## src/rtl/dec_pkg.sv

```systemverilog
// Shared definitions for the scanning N-to-M decoder: mode encodings, the
// reset-time table contents and the parameter sanity check.
package dec_pkg;

  localparam logic MODE_DIRECT = 1'b0;
  localparam logic MODE_SCAN   = 1'b1;

  // Widest table entry the init helper can describe.
  localparam int TBL_MAX_W = 64;

  // Reset value of table entry k: one-hot(k) while k fits in the output, else zero.
  function automatic logic [TBL_MAX_W-1:0] onehot_entry(input int k, input int out_w);
    logic [TBL_MAX_W-1:0] v;
    v = '0;
    if (k >= 0 && k < out_w && k < TBL_MAX_W) begin
      v[k] = 1'b1;
    end
    return v;
  endfunction

  function automatic bit params_ok(input int in_w, input int out_w,
                                   input int last_code, input int prescale);
    return (in_w >= 1) && (in_w <= 16) &&
           (out_w >= 1) && (out_w <= TBL_MAX_W) &&
           (last_code >= 0) && (last_code < (1 << in_w)) &&
           (prescale >= 1);
  endfunction

endpackage

```

## src/rtl/dec_prescaler.sv

```systemverilog
// Scan-rate divider: counts 0..PRESCALE-1 and flags the final count as a tick.
// clear forces the count to zero; hold freezes it.
module dec_prescaler
  import dec_pkg::*;
#(
  parameter int PRESCALE = 4
) (
  input  logic clk,
  input  logic rst_n,
  input  logic clear,
  input  logic hold,
  output logic tick
);

  localparam int CNT_W = (PRESCALE > 1) ? $clog2(PRESCALE) : 1;
  localparam logic [CNT_W-1:0] CNT_LAST = CNT_W'(PRESCALE - 1);

  logic [CNT_W-1:0] count_reg;

  // The tick is consumed by registers in the top level only.
  assign tick = !clear && !hold && (count_reg == CNT_LAST);

  always_ff @(posedge clk or negedge rst_n) begin
    if (!rst_n) begin
      count_reg <= '0;
    end else if (clear) begin
      count_reg <= '0;
    end else if (hold) begin
      count_reg <= count_reg;
    end else if (count_reg == CNT_LAST) begin
      count_reg <= '0;
    end else begin
      count_reg <= count_reg + CNT_W'(1);
    end
  end

endmodule

```

## src/rtl/dec_scan_nto_m.sv

```systemverilog
// Registered N-to-M decoder with a writable code table, decoding either the
// input code directly or an internally scanned index at a prescaled rate.
module dec_scan_nto_m
  import dec_pkg::*;
#(
  parameter int IN_W      = 3,
  parameter int OUT_W     = 6,
  parameter int LAST_CODE = 5,
  parameter int PRESCALE  = 4
) (
  input  logic             clk,
  input  logic             rst_n,
  input  logic             en,
  input  logic             mode,
  input  logic [IN_W-1:0]  a,
  input  logic             tbl_we,
  input  logic [IN_W-1:0]  tbl_addr,
  input  logic [OUT_W-1:0] tbl_data,
  output logic [OUT_W-1:0] y,
  output logic [IN_W-1:0]  scan_idx,
  output logic             step
);

  localparam int DEPTH = 2 ** IN_W;
  localparam logic [IN_W-1:0] LAST_IDX = IN_W'(LAST_CODE);

  if (!params_ok(IN_W, OUT_W, LAST_CODE, PRESCALE)) begin : g_bad_params
    $error("dec_scan_nto_m: illegal parameter combination");
  end

  // Table lives in flops so that reset can restore the one-hot contents.
  logic [DEPTH-1:0][OUT_W-1:0] tbl_flat;

  genvar gi;
  for (gi = 0; gi < DEPTH; gi++) begin : g_tbl
    localparam logic [TBL_MAX_W-1:0] INIT_FULL = onehot_entry(gi, OUT_W);
    localparam logic [OUT_W-1:0]     INIT_VAL  = INIT_FULL[OUT_W-1:0];
    logic [OUT_W-1:0] entry_reg;

    always_ff @(posedge clk or negedge rst_n) begin
      if (!rst_n) begin
        entry_reg <= INIT_VAL;
      end else if (tbl_we && (tbl_addr == IN_W'(gi))) begin
        entry_reg <= tbl_data;
      end
    end

    assign tbl_flat[gi] = entry_reg;
  end

  logic            mode_prev_reg;
  logic            entering;
  logic            tick;
  logic [IN_W-1:0] scan_next;

  assign entering  = (mode == MODE_SCAN) && (mode_prev_reg == MODE_DIRECT);
  assign scan_next = (scan_idx == LAST_IDX) ? '0 : scan_idx + IN_W'(1);

  dec_prescaler #(
    .PRESCALE (PRESCALE)
  ) u_prescaler (
    .clk   (clk),
    .rst_n (rst_n),
    .clear ((mode == MODE_DIRECT) || entering),
    .hold  (!en),
    .tick  (tick)
  );

  // Reads of tbl_flat here see the pre-write value, so a same-cycle write
  // becomes visible on y one cycle later.
  always_ff @(posedge clk or negedge rst_n) begin
    if (!rst_n) begin
      y             <= '0;
      scan_idx      <= '0;
      step          <= 1'b0;
      mode_prev_reg <= MODE_DIRECT;
    end else begin
      mode_prev_reg <= mode;
      if (mode == MODE_DIRECT) begin
        scan_idx <= '0;
        step     <= 1'b0;
        y        <= en ? tbl_flat[a] : '0;
      end else if (entering) begin
        scan_idx <= '0;
        step     <= 1'b0;
        y        <= en ? tbl_flat[0] : '0;
      end else if (!en) begin
        step <= 1'b0;
        y    <= '0;
      end else if (tick) begin
        scan_idx <= scan_next;
        step     <= 1'b1;
        y        <= tbl_flat[scan_next];
      end else begin
        step <= 1'b0;
        y    <= tbl_flat[scan_idx];
      end
    end
  end

endmodule

```

## config.mk

```make
export PLATFORM = sky130hd
export DESIGN_NAME = dec_scan_nto_m
export DESIGN_NICKNAME = d
export VERILOG_FILES = /design/src/rtl/dec_pkg.sv /design/src/rtl/dec_prescaler.sv /design/src/rtl/dec_scan_nto_m.sv
export SDC_FILE = /design/constraint.sdc
export NUM_CORES = 1
export LEC_CHECK = 0
export CORE_MARGIN = 2
export CORE_UTILIZATION = 55
export CTS_CLUSTER_SIZE = 14
export DETAILED_ROUTE_END_ITERATION = 7
export PLACE_DENSITY = 0.75
export SLEW_MARGIN = 15
export SYNTH_ARGS = -nofsm -noshare
export SYNTH_HDL_FRONTEND = slang
export SYNTH_SLANG_ARGS = --single-unit
```

## constraint.sdc

```tcl
create_clock -name clk -period 2.4 [get_ports clk]
set_clock_uncertainty 0.05 [all_clocks]
set_input_delay 0.48 -clock clk [delete_from_list [all_inputs] [get_ports clk]]
set_output_delay 0.48 -clock clk [all_outputs]
set_load 0.005 [all_outputs]
```

==> impl_metrics.sql <==
INSERT INTO impl_metrics (metric_group, metric, value, unit) VALUES
('pwr', 'power_frac_clock', '0.330', ''),
('global_routing', 'grt_busiest_layer', 'met2', ''),
('synthesis', 'number_of_flops_mapped_to_enable_cells_by_yosys', '0', ''),
('routing', 'first_iter_violations', '325', ''),
('critical_path', 'startpoint_type', 'flip-flop', ''),
('die', 'start_util', '0.5610', ''),
('cts', 'postCtsHoldBufs', '0', ''),
('synthesis', 'synthMostInstantiatedCell', 'sky130_fd_sc_hd__dfrtp_1', ''),
('finish', 'antennaDiodeCount', '0', ''),
('timing', 'finalSetupViolCount', '0', ''),
('synthesis', 'ys_seq_elements', '61', ''),
('die', 'die_width', '86.56', 'um'),
('synthesis', 'mappedNetlistNets', '312', ''),
('critical_path', 'cp_data_required_time', '1.87', 'ns'),
('timing', 'period_utilization_post_route', '0.9181', ''),
('place', 'finalWeightedCongestion', '0.9091', ''),
('routing', 'route.vias.total', '2842', ''),
('cts', 'cts_repair_resize_count', '0', ''),
('pwr', 'total_leakage_power', '1.728', 'nW'),
('critical_path', 'crit_slowest_cell', 'sky130_fd_sc_hd__dfrtp_1', ''),
('die', 'number_of_standard_cell_rows_in_the_floorplan', '30', ''),
('cts', 'tritoncts.num_buffers', '9', ''),
('synthesis', 'post_synth_num_cell_types', '55', ''),
('synthesis', 'synth_top_area_frac', '0.3672', ''),
('synthesis', 'synthesis.yosys.warnings', '0', ''),
('die', 'die_height', '86.56', 'um'),
('routing', 'drt-pass1-iter-count', '5', ''),
('cts', 'cts_buffer_depth', '2', ''),
('global_routing', 'via_count_of_the_first_global_routing_pass', '2781', ''),
('cts', 'clock_insertion_delay_worst_skew', '0.33', 'ns'),
('timing', 'final-max-slew-violation-count', '0', ''),
('pwr', 'combinationalPowerShare', '0.210', ''),
('synthesis', 'postSynthCellCount', '294', ''),
('routing', 'viasPerCell', '6.815', ''),
('finish', 'synthToLayoutAreaGrowth', '15.79', '%'),
('critical_path', 'crit_path_cell_trace', 'buf_12, clkdlybuf4s50_1', ''),
('pwr', 'switching_share', '0.2671', ''),
('global_routing', 'global_route.usage.total', '0.2647', ''),
('die', 'design.core.area', '6681', 'sq um'),
('finish', 'largest_register_ff_count', '48', ''),
('pwr', 'report.power.total', '3.142', 'mW'),
('synthesis', 'seq_area_frac_synth', '0.4092', ''),
('place', 'place_area', '4115', 'sq um'),
('pwr', 'power_density', '723.8', 'nW/um^2'),
('timing', 'final_hold_viol_count', '0', ''),
('global_routing', 'grtUsageMet2', '0.3916', ''),
('global_routing', 'globalRouteMet1Util', '0.3824', ''),
('synthesis', 'synth_top_area_cell', 'sky130_fd_sc_hd__dfrtp_1', ''),
('cts', 'cts_post_setup_buffers_inserted', '0', ''),
('global_routing', 'grt_antenna_before_repair', '0', ''),
('pwr', 'switching_power', '0.8390', 'mW'),
('critical_path', 'timing.critical_path.arrival', '1.67', 'ns'),
('cts', 'cts.clk_slew.worst_paths', '0.07', 'ns'),
('global_routing', 'first_pass_grt_wire_length', '15.00', 'mm'),
('synthesis', 'ys_dominant_reg_cell', 'sky130_fd_sc_hd__dfrtp_1', ''),
('critical_path', 'cp_max_fo', '41', ''),
('run_status', 'run_status', 'finished, final reports clean', ''),
('timing', 'timing.slew.headroom', '0.6019', ''),
('cts', 'cts_root_buffer', 'sky130_fd_sc_hd__clkbuf_8', ''),
('pwr', 'largest_voltage_drop_on_the_vdd_net', '0.0003743', 'V'),
('cts', 'tritoncts', 'done', ''),
('synthesis', 'post_synth_instance_area', '3749', 'sq um'),
('die', 'die_area', '7492', 'sq um'),
('place', 'detailedPlacementHpwl', '6.226', 'mm'),
('finish', 'utilization_after_layout', '0.6496', ''),
('critical_path', 'worstSetupPathType', 'reg -> out', ''),
('pwr', 'p_int', '2.303', 'mW'),
('worst_hold_path', 'worst_hold_path_type', 'in -> async', ''),
('timing', 'worstMarginPinSlew', '0.5971', 'ns'),
('finish', 'final_layout_size_suffix_gt1_frac', '0.3561', ''),
('synthesis', 'netlist_top_cells_area', 'sky130_fd_sc_hd__dfrtp_1 (37%), sky130_fd_sc_hd__mux2_2 (15%), sky130_fd_sc_hd__mux4_2 (7.8%)', '');
-- cells in the final DEF (no fill, tap or decap), drive strengths merged, types with 4 or more instances in the layout --
cell type	instances
a21oi	7
a22oi	6
buf	23
clkbuf	12
clkdlybuf4s50	25
dfrtp	55
dfstp	6
inv	8
mux2	51
mux2i	11
mux4	22
nand2	22
nor2	10
nor3	4
o21ai	8
o221ai	5
o22ai	11
or2	4
-- per-layer routing --
layer	part of all wire	wire length [um]
met1	0.42	3884
met2	0.47	4314
met3	0.088	813
met4	0.022	203
met5	0	0
-- worst paths after layout --
kind | startpoint | to | slack (ns) | cells after the start
max in group asynchronous | rst_n | g_tbl[3].entry_reg[3]$_DFFE_PN1P_ | 1.53 | 2
min reg2reg | u_prescaler.count_reg[1]$_DFFE_PN0P_ | u_prescaler.count_reg[1]$_DFFE_PN0P_ | 0.49 | 2
min in group clk | u_prescaler.count_reg[1]$_DFFE_PN0P_ | u_prescaler.count_reg[1]$_DFFE_PN0P_ | 0.49 | 2
max | scan_idx[1]$_DFFE_PN0P_ | scan_idx[1] | 0.20 | 2
max reg2reg | scan_idx[1]$_DFFE_PN0P_ | y[0]$_DFF_PN0_ | 0.44 | 5
min | rst_n | g_tbl[5].entry_reg[0]$_DFFE_PN0P_ | 0.1 | 1
-- power groups by stage --
stage / clock, mW / sequential (mW) / combinational (mW)
final: 1.04 / 1.44 / 0.660
after floorplan: 0 / 1.37 / 0.492
after global routing: 1.11 / 1.47 / 0.716
after global placement: 0 / 1.44 / 0.632
after CTS: 1.05 / 1.43 / 0.663
after detailed placement: 0 / 1.45 / 0.656
-- metrics by stage --
stage,worst slack [ns],hold WS (ns)
2_1_floorplan,0.6274,0.1344
3_3_place_gp,0.1337,0.4543
3_5_place_dp,0.1063,0.4645
4_1_cts,0.2074,0.1087
5_1_grt,0.1577,0.1247
6_report,0.1966,0.09982
-- critical path, delay by kind of cell, from the launching register on --
kind                   cells  cell delay, ns
DFF                        1            0.54
buffers and inverters      2            0.79
-- layout make-up --
cell class / instances / area (sq um)
well taps: 80 / 100.1
multi-input cells: 204 / 1981
flip-flops and latches: 61 / 1534
clock buffers: 12 / 155.1
inverters: 8 / 30.03
fillers: 511 / 2341
repair buffers: 48 / 470.5
clock inverters: 4 / 70.07
-- cells by family after synthesis --
family,after synthesis,share of synthesized area
AOI/OAI and AO/OA,58,0.1088
xor gates and xnor gates,1,0.002337
adders and majority gates,1,0.003337
buffers and inverters,29,0.06242
DFF,61,0.4092
muxes,84,0.3231
and+or+nand+nor,60,0.09079
(Power assumes the default switching activity.)
